### config.mk
export PLATFORM = sky130hd
export DESIGN_NAME = logic_unit_pipe
export DESIGN_NICKNAME = d
export VERILOG_FILES = /design/src/rtl/logic_unit_pkg.sv /design/src/rtl/logic_unit_stage.sv /design/src/rtl/logic_unit_pipe.sv
export SDC_FILE = /design/constraint.sdc
export NUM_CORES = 1
export LEC_CHECK = 0
export BUFFER_PORTS_ARGS = -buffer_cell sky130_fd_sc_hd__buf_2
export CORE_UTILIZATION = 53
export CTS_CLUSTER_DIAMETER = 80
export DETAILED_ROUTE_END_ITERATION = 10
export GPL_TIMING_DRIVEN = 0
export PLACE_DENSITY = 0.78
export SYNTH_ARGS = -nofsm -noshare
export SYNTH_HDL_FRONTEND = slang
export SYNTH_HIERARCHICAL = 1
export SYNTH_SLANG_ARGS = --single-unit
### constraint.sdc
create_clock -name clk -period 1.5 [get_ports clk]
set_clock_uncertainty 0.15 [all_clocks]
set_input_delay 0.075 -clock clk [delete_from_list [all_inputs] [get_ports clk]]
set_output_delay 0.075 -clock clk [all_outputs]
set_load 0.005 [all_outputs]
### src/rtl/logic_unit_pkg.sv
// Shared definitions for the pipelined logic unit: op codes and the per-bit gate function.
package logic_unit_pkg;

  typedef enum logic [2:0] {
    OP_AND  = 3'd0,
    OP_OR   = 3'd1,
    OP_NAND = 3'd2,
    OP_NOR  = 3'd3,
    OP_XOR  = 3'd4,
    OP_XNOR = 3'd5,
    OP_NOTA = 3'd6,
    OP_BUFA = 3'd7
  } op_e;

  localparam int OP_W = 3;

  // Evaluated per bit so the top can apply it to any operand width.
  function automatic logic lu_bit(input logic a, input logic b, input op_e op);
    logic r;
    r = 1'b0;
    case (op)
      OP_AND:  r = a & b;
      OP_OR:   r = a | b;
      OP_NAND: r = ~(a & b);
      OP_NOR:  r = ~(a | b);
      OP_XOR:  r = a ^ b;
      OP_XNOR: r = ~(a ^ b);
      OP_NOTA: r = ~a;
      OP_BUFA: r = a;
      default: r = 1'b0;
    endcase
    return r;
  endfunction

endpackage

### src/rtl/logic_unit_stage.sv
// One valid/payload register slice; loads when the surrounding chain says it may.
module logic_unit_stage #(
  parameter int PW = 8
) (
  input  logic          clk,
  input  logic          rst,
  input  logic          load,
  input  logic          d_valid,
  input  logic [PW-1:0] d_data,
  output logic          valid,
  output logic [PW-1:0] data
);

  // Payload is cleared too so the visible result reads zero straight out of reset.
  always_ff @(posedge clk or posedge rst) begin
    if (rst) begin
      valid <= 1'b0;
      data  <= '0;
    end else if (load) begin
      valid <= d_valid;
      data  <= d_data;
    end
  end

endmodule

### src/rtl/logic_unit_pipe.sv
// Pipelined bitwise logic unit with valid/ready flow control and a delivered-result counter.
// Optional zero/parity flags are built when LOGIC_UNIT_FLAGS_EN is defined.
module logic_unit_pipe
  import logic_unit_pkg::*;
#(
  parameter int WIDTH  = 4,
  parameter int STAGES = 2,
  parameter int CNT_W  = 16
) (
  input  logic             clk,
  input  logic             rst,
  input  logic             in_valid,
  output logic             in_ready,
  input  logic [WIDTH-1:0] in_a,
  input  logic [WIDTH-1:0] in_b,
  input  logic [2:0]       in_op,
  output logic             out_valid,
  input  logic             out_ready,
  output logic [WIDTH-1:0] out_y,
  output logic [2:0]       out_op,
`ifdef LOGIC_UNIT_FLAGS_EN
  output logic             out_zero,
  output logic             out_parity,
`endif
  output logic [CNT_W-1:0] res_count
);

`ifdef LOGIC_UNIT_FLAGS_EN
  localparam int PW = WIDTH + OP_W + 2;
`else
  localparam int PW = WIDTH + OP_W;
`endif

  logic [WIDTH-1:0] y_p0;
  logic [PW-1:0]    dat_p [STAGES+1];
  logic [STAGES:0]  vld_p;
  logic [STAGES-1:0] load;

  // Stage 0: combinational gate evaluation feeding the first register slice
  for (genvar i = 0; i < WIDTH; i++) begin : g_bit
    assign y_p0[i] = lu_bit(in_a[i], in_b[i], op_e'(in_op));
  end

  assign vld_p[0] = in_valid;
`ifdef LOGIC_UNIT_FLAGS_EN
  assign dat_p[0] = {^y_p0, ~|y_p0, in_op, y_p0};
`else
  assign dat_p[0] = {in_op, y_p0};
`endif

  // A stage may load when it is empty or when everything downstream is moving.
  always_comb begin
    logic nxt;
    load = '0;
    nxt  = out_ready;
    for (int k = STAGES - 1; k >= 0; k--) begin
      load[k] = !vld_p[k+1] || nxt;
      nxt     = load[k];
    end
  end

  assign in_ready = load[0];

  // Stages 1..STAGES: registered slices
  for (genvar k = 0; k < STAGES; k++) begin : g_stage
    logic_unit_stage #(.PW(PW)) u_stage (
      .clk     (clk),
      .rst     (rst),
      .load    (load[k]),
      .d_valid (vld_p[k]),
      .d_data  (dat_p[k]),
      .valid   (vld_p[k+1]),
      .data    (dat_p[k+1])
    );
  end

  assign out_valid  = vld_p[STAGES];
  assign out_y      = dat_p[STAGES][WIDTH-1:0];
  assign out_op     = dat_p[STAGES][WIDTH+OP_W-1:WIDTH];
`ifdef LOGIC_UNIT_FLAGS_EN
  assign out_zero   = dat_p[STAGES][WIDTH+OP_W];
  assign out_parity = dat_p[STAGES][WIDTH+OP_W+1];
`endif

  always_ff @(posedge clk or posedge rst) begin
    if (rst) begin
      res_count <= '0;
    end else if (out_valid && out_ready) begin
      res_count <= res_count + 1'b1;
    end
  end

endmodule

==> flow_metrics.tcl, run 1 <==
set metrics [dict create \
    cp_slowest_stage_delay_ps 400 \
    synth_edf_count 0 \
    layout-drive-gt1-share_pct 40.5 \
    drtIter0Drc 57 \
    path_max_fanout 4 \
    tightest_slew_ps 599 \
    num_vias 1290 \
    critPathBufInv 0 \
    synthAdderAreaFrac_pct 6.38 \
    io_buffer_count 39 \
    dp.cells 232 \
    core_um2 3100 \
    ys_ff_latch 32 \
    avgSynthCellArea_um2 11.8 \
    yosys_warnings 6 \
    grt.overflow.total 0 \
    max_freq_mhz 698 \
    antenna_found_initial 0 \
    crit_chain "and4_4, and3_1, nand4_1, xnor2_1" \
    slew_viol_final 0 \
    hold_viol 0 \
    die_w_um 59.7 \
    area_delta_synth_final_pct 25.0 \
    cts_made_buffers 5 \
    start_util_pct 56.9 \
    place_congestion 0.797 \
    path_class "register to register" \
    status "finished clean" \
    final-seq-area_um2 805 \
    grt_pass1_vias 1220 \
    synth_mux_area_share_pct 18.2 \
    wire_per_inst_um 12.9 \
    grt_max_degree 17 \
    routed_via_density 5.08 \
    nets 233 \
    firstDrtPassIters 4 \
    clock_sinks 32 \
    dieHeight_um 59.7 \
    hp-class "input port to asynchronous set/reset pin" \
    finalHoldWorstSlack_ps 89.3 \
    synthFlopType "dfrtp_1" \
    max_slew_margin_pct 60.0 \
    instances_no_fill 254 \
    cts_tree "built" \
    synth_xor_area_share_pct 10.9 \
    synth-seq-area-share_pct 45.4 \
    finalCritPeriodShare_pct 95.6 \
    startpoint_type "register" \
    arrival_ps 1510 \
    mostFrequentLayoutCells "41 x buf_2, 29 x dfrtp_1, 16 x inv_1, 16 x mux2_4, 15 x xnor2_1" \
    drc 0 \
    num_antenna_cells 0 \
    multi_input_area_um2 872 \
    synth_cells 149 \
    synthSimpleGateAreaFrac_pct 11.5 \
    dp_hpwl_um 2400 \
    clk_pin_slew_ps 100 \
    cp.required_ps 1570 \
    synth_top_family_by_area "multiplexers" \
    htreeDepth 2 \
    slowest_stage "dfrtp_1" \
    syn_area_um2 1760 \
    ios 40 \
    antenna_left 0 \
    period_needed_ps 1430 \
    ir_drop_uv 369 \
    synth_nets 173 \
    leakage_nw 1.17 \
    grt_pass1_wl_um 5370 \
    cpLargestDelayFamily "simple AND/OR/NAND/NOR gates" \
    worstSetupEndpointType "register" \
    clk_path_buf_depth 2 \
    rows 20 \
    grt_util_all_layers_pct 20.9 \
    clk_latency_ps 320 \
    die_area_um2 3560 \
    maxCapViolCount 0 \
    power.density_nw_per_um2 1070 \
    drt_wl_total_um 3280 \
    synth_compound_gate_area_share_pct 2.13 \
    nFillCells 238 \
    setup_violations 0 \
    root_buffer "clkbuf_4" \
    async_reset_ff_share_pct 100 \
    final_common_cell "buf_2" \
    synth.distinct_cells 27 \
]
[final timing paths]
check                                          start                                      to  slack (ps)  depth (start not counted)
max                         res_count[3]$_DFFE_PP0P_                res_count[8]$_DFFE_PP0P_          70                          4
min reg2reg                res_count[15]$_DFFE_PP0P_               res_count[15]$_DFFE_PP0P_         350                          1
min in group clk                             in_a[3]  g_stage[0].u_stage/data[3]$_DFFE_PP0P_         190                          5
max reg2reg                 res_count[3]$_DFFE_PP0P_                res_count[8]$_DFFE_PP0P_          70                          4
min                                              rst  g_stage[1].u_stage/data[0]$_DFFE_PP0P_          90                          3
max in group asynchronous                        rst                res_count[0]$_DFFE_PP0P_         560                          3
[synth_stat cells, types with 2 or more instances]
cell type,instances,share of area (%)
xor2_1,7,3.5
o21ai_0,2,0.57
nand3_1,6,1.7
nor2_1,9,1.9
a21oi_1,4,1.1
dfrtp_1,32,45
xnor2_1,15,7.4
and3_1,2,0.71
nand3b_1,2,0.85
inv_1,16,3.4
nand4_1,2,0.71
nand2_1,5,1.1
buf_2,2,0.57
nor3_2,2,1.1
ha_1,9,6.4
mux2_4,16,14
buf_6,2,1.3
mux2i_1,7,4.0
[registers in the layout (all words and copies together), names as in the netlist]
register / flops
g_stage.u_stage/data: 14
res_count: 16
g_stage.u_stage/valid: 2
[report_power, final]
group	internal [mW]	switching, mW
clock	0.223	0.282
sequential	1.02	0.166
combinational	0.403	0.264
total	1.64	0.712
[routing by layer]
metal  GRT usage (%)  vias up  part of all wire, %
met1            24.5      635                   43
met2            34.6       35                   51
met4            9.97        0                  2.0
met5               0        -                    0
li1                -      614                    -
met3            6.71        6                  3.8
[repair_timing]
item	4_1_cts	5_1_grt
hold buffers	6	0
setup endpoints to repair	1	8
gates resized for setup	2	4
endpoints found under the hold margin	38	0
setup buffers	0	8
pin swaps	0	3
[stage by stage]
stage | power, mW | setup slack (ps) | setup TNS (ps) | util (%) | cell area (µm²)
floorplan | 1.55 | 113 | 0 | - | 1760
global placement | 1.73 | 33.7 | 0 | 64.9 | 2010
detailed placement | 1.78 | 2.97 | 0 | 64.9 | 2010
CTS | 2.31 | 12.9 | 0 | 68.9 | 2140
global route | 2.50 | -13.2 | -13.2 | 71.0 | 2200
finish | 2.36 | 66.4 | 0 | 71.0 | 2200
[worst reg2reg max path, cell delays in order (launching register included)]
cell,delay (ps)
dfrtp_1,400
and4_4,280
and3_1,230
nand4_1,130
xnor2_1,140
[cell type report]
type | instances | area share (%)
Multi-Input combinational cell | 96 | 39.6
Tap cell | 44 | 2.50
Clock buffer | 6 | 2.33
Timing Repair Buffer | 53 | 14.3
Inverter | 16 | 2.72
Sequential cell | 32 | 36.5
Clock inverter | 2 | 0.454
Buffer | 5 | 1.65
[kinds of logic after synthesis]
group / after synthesis
xor gates and xnor gates: 22
and+or+nand+nor: 34
AOI/OAI and AO/OA: 7
adders and majority gates: 9
buffers and inverters: 21
muxes: 24
DFF: 32
(Power assumes the default switching activity.)
==> run 2: changes to the inputs <==
--- a/config.mk
+++ b/config.mk
@@ -10,8 +10,7 @@
 export CTS_CLUSTER_DIAMETER = 80
 export DETAILED_ROUTE_END_ITERATION = 10
 export GPL_TIMING_DRIVEN = 0
-export PLACE_DENSITY = 0.78
+export PLACE_DENSITY = 0.79
 export SYNTH_ARGS = -nofsm -noshare
 export SYNTH_HDL_FRONTEND = slang
-export SYNTH_HIERARCHICAL = 1
 export SYNTH_SLANG_ARGS = --single-unit
==> run 2 against run 1 <==
Against the previous run:
- the flow now finishes with violations (negative hold slack, negative setup slack)
- combinational power is 7.8% higher
- critical path depth is 1 higher
- synthesized area shrank 2.8%
- sequential power down 4%
- setup slack lost 74 ps
- global-route usage is 2.0 points higher
- non-clock buffer count grew 8
- hold slack lost 210 ps
- power increased by 1.6%
- largest cell class unchanged
==> flow_metrics.tcl, run 2 <==
set metrics [dict create \
    ctsHoldBuffers 4 \
    yosysMostFrequentCell "dfrtp_1" \
    die_area_um2 3470 \
    start_util_pct 56.1 \
    clock_sinks 32 \
    synth_top_area_share_pct 46.7 \
    netlist_top_cells_area "dfrtp_1 47%, ha_1 6.6%, mux2_1 6.6%" \
    switching_power_mw 0.724 \
    power_mw 2.39 \
    path_class "register to primary output" \
    ios 40 \
    slew_viol_final 0 \
    synth_nets 183 \
    async_reset_ff_share_pct 100 \
    status "complete, but fails checks" \
    finalCritPeriodShare_pct 101 \
    ir_drop_uv 459 \
    synth-seq-area-share_pct 46.7 \
    clkPwrFrac_pct 22.6 \
    maxCapViolCount 0 \
    final-seq-area_um2 801 \
    routed_via_density 5.21 \
    drt_wl_total_um 3590 \
    grt_pass1_wl_um 5700 \
    avgSynthCellArea_um2 10.8 \
    leakage_nw 1.13 \
    worstSetupEndpointType "primary output" \
    num_vias 1375 \
    max_freq_mhz 663 \
    cts_tree "built" \
    crit_chain "nor2b_1, buf_4, nand2_4, buf_6, buf_2" \
    internal_power_mw 1.67 \
    drc 0 \
    yosys.area.top_type "dfrtp_1" \
    max_slew_margin_pct 22.8 \
    hold_viol 32 \
    core_um2 3050 \
    cp_slowest_stage_delay_ps 390 \
    setup_violations 4 \
    rrSetupSlack_ps -8 \
    period_needed_ps 1510 \
    grt_util_all_layers_pct 22.9 \
    tightest_slew_ps 1160 \
    antenna_found_initial 0 \
    violations "negative hold slack, negative setup slack" \
    path_max_fanout 4 \
    placed_area_um2 1960 \
    clk_pin_slew_ps 100 \
    finalHoldWorstSlack_ps -118 \
    arrival_ps 1280 \
    synthFlopType "dfrtp_1" \
    rows 20 \
    nFillCells 247 \
    synth_commonest_cells "32 x dfrtp_1, 12 x nor2_1, 11 x xnor2_1, 10 x inv_1, 10 x mux2_1" \
    combPwrFrac_pct 30.0 \
    wire_per_inst_um 13.6 \
    grt_max_degree 33 \
    clk_latency_ps 330 \
    reg.largest.list "res_count: 16 flops, g_stage.u_stage.data: 14 flops, g_stage.u_stage.valid: 2 flops" \
    dieHeight_um 58.9 \
    syn_area_um2 1710 \
    layout-drive-gt1-share_pct 38.2 \
    top_register "res_count" \
    rsz0062_at_grt "yes" \
    yosys_warnings 0 \
    worst_slack_ps -7.86 \
    ys_ff_latch 32 \
    drtIter0Drc 40 \
    switching_share_pct 30.2 \
    hp-class "input port to asynchronous set/reset pin" \
    cp.required_ps 1270 \
    dp_hpwl_um 2480 \
    r2r_cells 6 \
    largest_reg_flops 16 \
    firstDrtPassIters 4 \
    cts_made_buffers 5 \
    slowest_stage "dfrtp_1" \
    antenna_left 0 \
    grt.overflow.total 0 \
    multi_input_area_um2 860 \
    die_w_um 58.9 \
    io_buffer_count 38 \
    clk_path_buf_depth 2 \
    place_congestion 0.780 \
    startpoint_type "register" \
    synth_cells 159 \
    root_buffer "clkbuf_4" \
    grt_pass1_vias 1250 \
    mostFrequentLayoutCells "40 x buf_2, 32 x dfrtp_1, 20 x buf_4" \
    power.density_nw_per_um2 1070 \
    area_delta_synth_final_pct 30.1 \
    nets 244 \
    synth.distinct_cells 27 \
    num_antenna_cells 0 \
    synth_edf_count 0 \
    htreeDepth 2 \
    p_seq_share_pct 47.4 \
    final_design_area_no_fill_um2 2230 \
    final_common_cell "buf_2" \
]
[run 2: path summary, 6_finish.rpt]
| path | endpoint | from |
|---|---|---|
| setup / recovery | in_ready | g_stage[1].u_stage.valid$_DFFE_PP0P_ |
| hold / removal | res_count[3]$_DFFE_PP0P_ | rst |
| setup reg to reg | res_count[11]$_DFFE_PP0P_ | g_stage[1].u_stage.valid$_DFFE_PP0P_ |
| hold reg to reg | res_count[15]$_DFFE_PP0P_ | res_count[15]$_DFFE_PP0P_ |
| max in group asynchronous | g_stage[0].u_stage.data[4]$_DFFE_PP0P_ | rst |
| min in group clk | res_count[2]$_DFFE_PP0P_ | out_ready |
[run 2: cell families (layout without fill, tap and decap cells)]
logic type / after synthesis / after routing / synth area share, %
buffers and inverters: 22 / 83 / 7.08
muxes: 11 / 11 / 7.23
DFF: 32 / 32 / 46.7
xor gates and xnor gates: 15 / 15 / 7.66
AOI/OAI and AO/OA: 20 / 20 / 7.59
and+or+nand+nor: 50 / 50 / 17.2
adders and majority gates: 9 / 9 / 6.57
[run 2: power groups by stage]
| stage | clock network, mW | registers (mW) | logic (mW) |
|---|---|---|---|
| finish | 0.540 | 1.13 | 0.719 |
| global route | 0.595 | 1.16 | 0.793 |
| CTS | 0.549 | 1.14 | 0.640 |
| detailed placement | 0 | 1.16 | 0.557 |
| global placement | 0 | 1.14 | 0.517 |
| floorplan | 0 | 1.14 | 0.334 |
[run 2: critical path: cells and delay by family, from the launching register on]
| family | cells | cell delay, ps |
|---|---|---|
| flip-flops | 1 | 390 |
| buffers and inverters | 3 | 350 |
| AND/OR/NAND/NOR | 2 | 220 |
[run 2: routing by layer]
layer / up-vias / wire (µm) / track usage (%)
li1: 656 / - / -
met1: 673 / 1450 / 25.0
met2: 43 / 1950 / 42.4
met3: 3 / 160 / 6.59
met4: 0 / 34 / 7.14
met5: - / 0 / 0
[run 2: what timing repair did]
item	4_1_cts	5_1_grt
buffers inserted	8	4
pin swaps	2	5
gates resized for setup	10	6
endpoints found under the setup margin	15	14
hold endpoints to repair	37	32
[run 2: final cells by class]
cell class / instances / area share (%)
Timing Repair Buffer: 54 / 14.4
Sequential cell: 32 / 35.9
Multi-Input combinational cell: 105 / 38.5
Buffer: 12 / 4.15
Inverter: 10 / 1.68
Tap cell: 44 / 2.47
Clock buffer: 7 / 2.92
[run 2: metrics by stage]
| stage | util [%] | setup TNS, ps | setup slack [ps] | std cells | hold WS [ps] |
|---|---|---|---|---|---|
| detailed placement | 64.2 | -783 | -120 | 241 | 130 |
| CTS | 71.0 | -26.3 | -19.5 | 260 | -88.7 |
| global route | 73.1 | -505 | -89.3 | 264 | -30.7 |
| global placement | 64.2 | -182 | -65.6 | 241 | 115 |
| floorplan | - | 0 | 83.2 | 159 | 33.4 |
| finish | 73.1 | -23.2 | -7.86 | 264 | -118 |
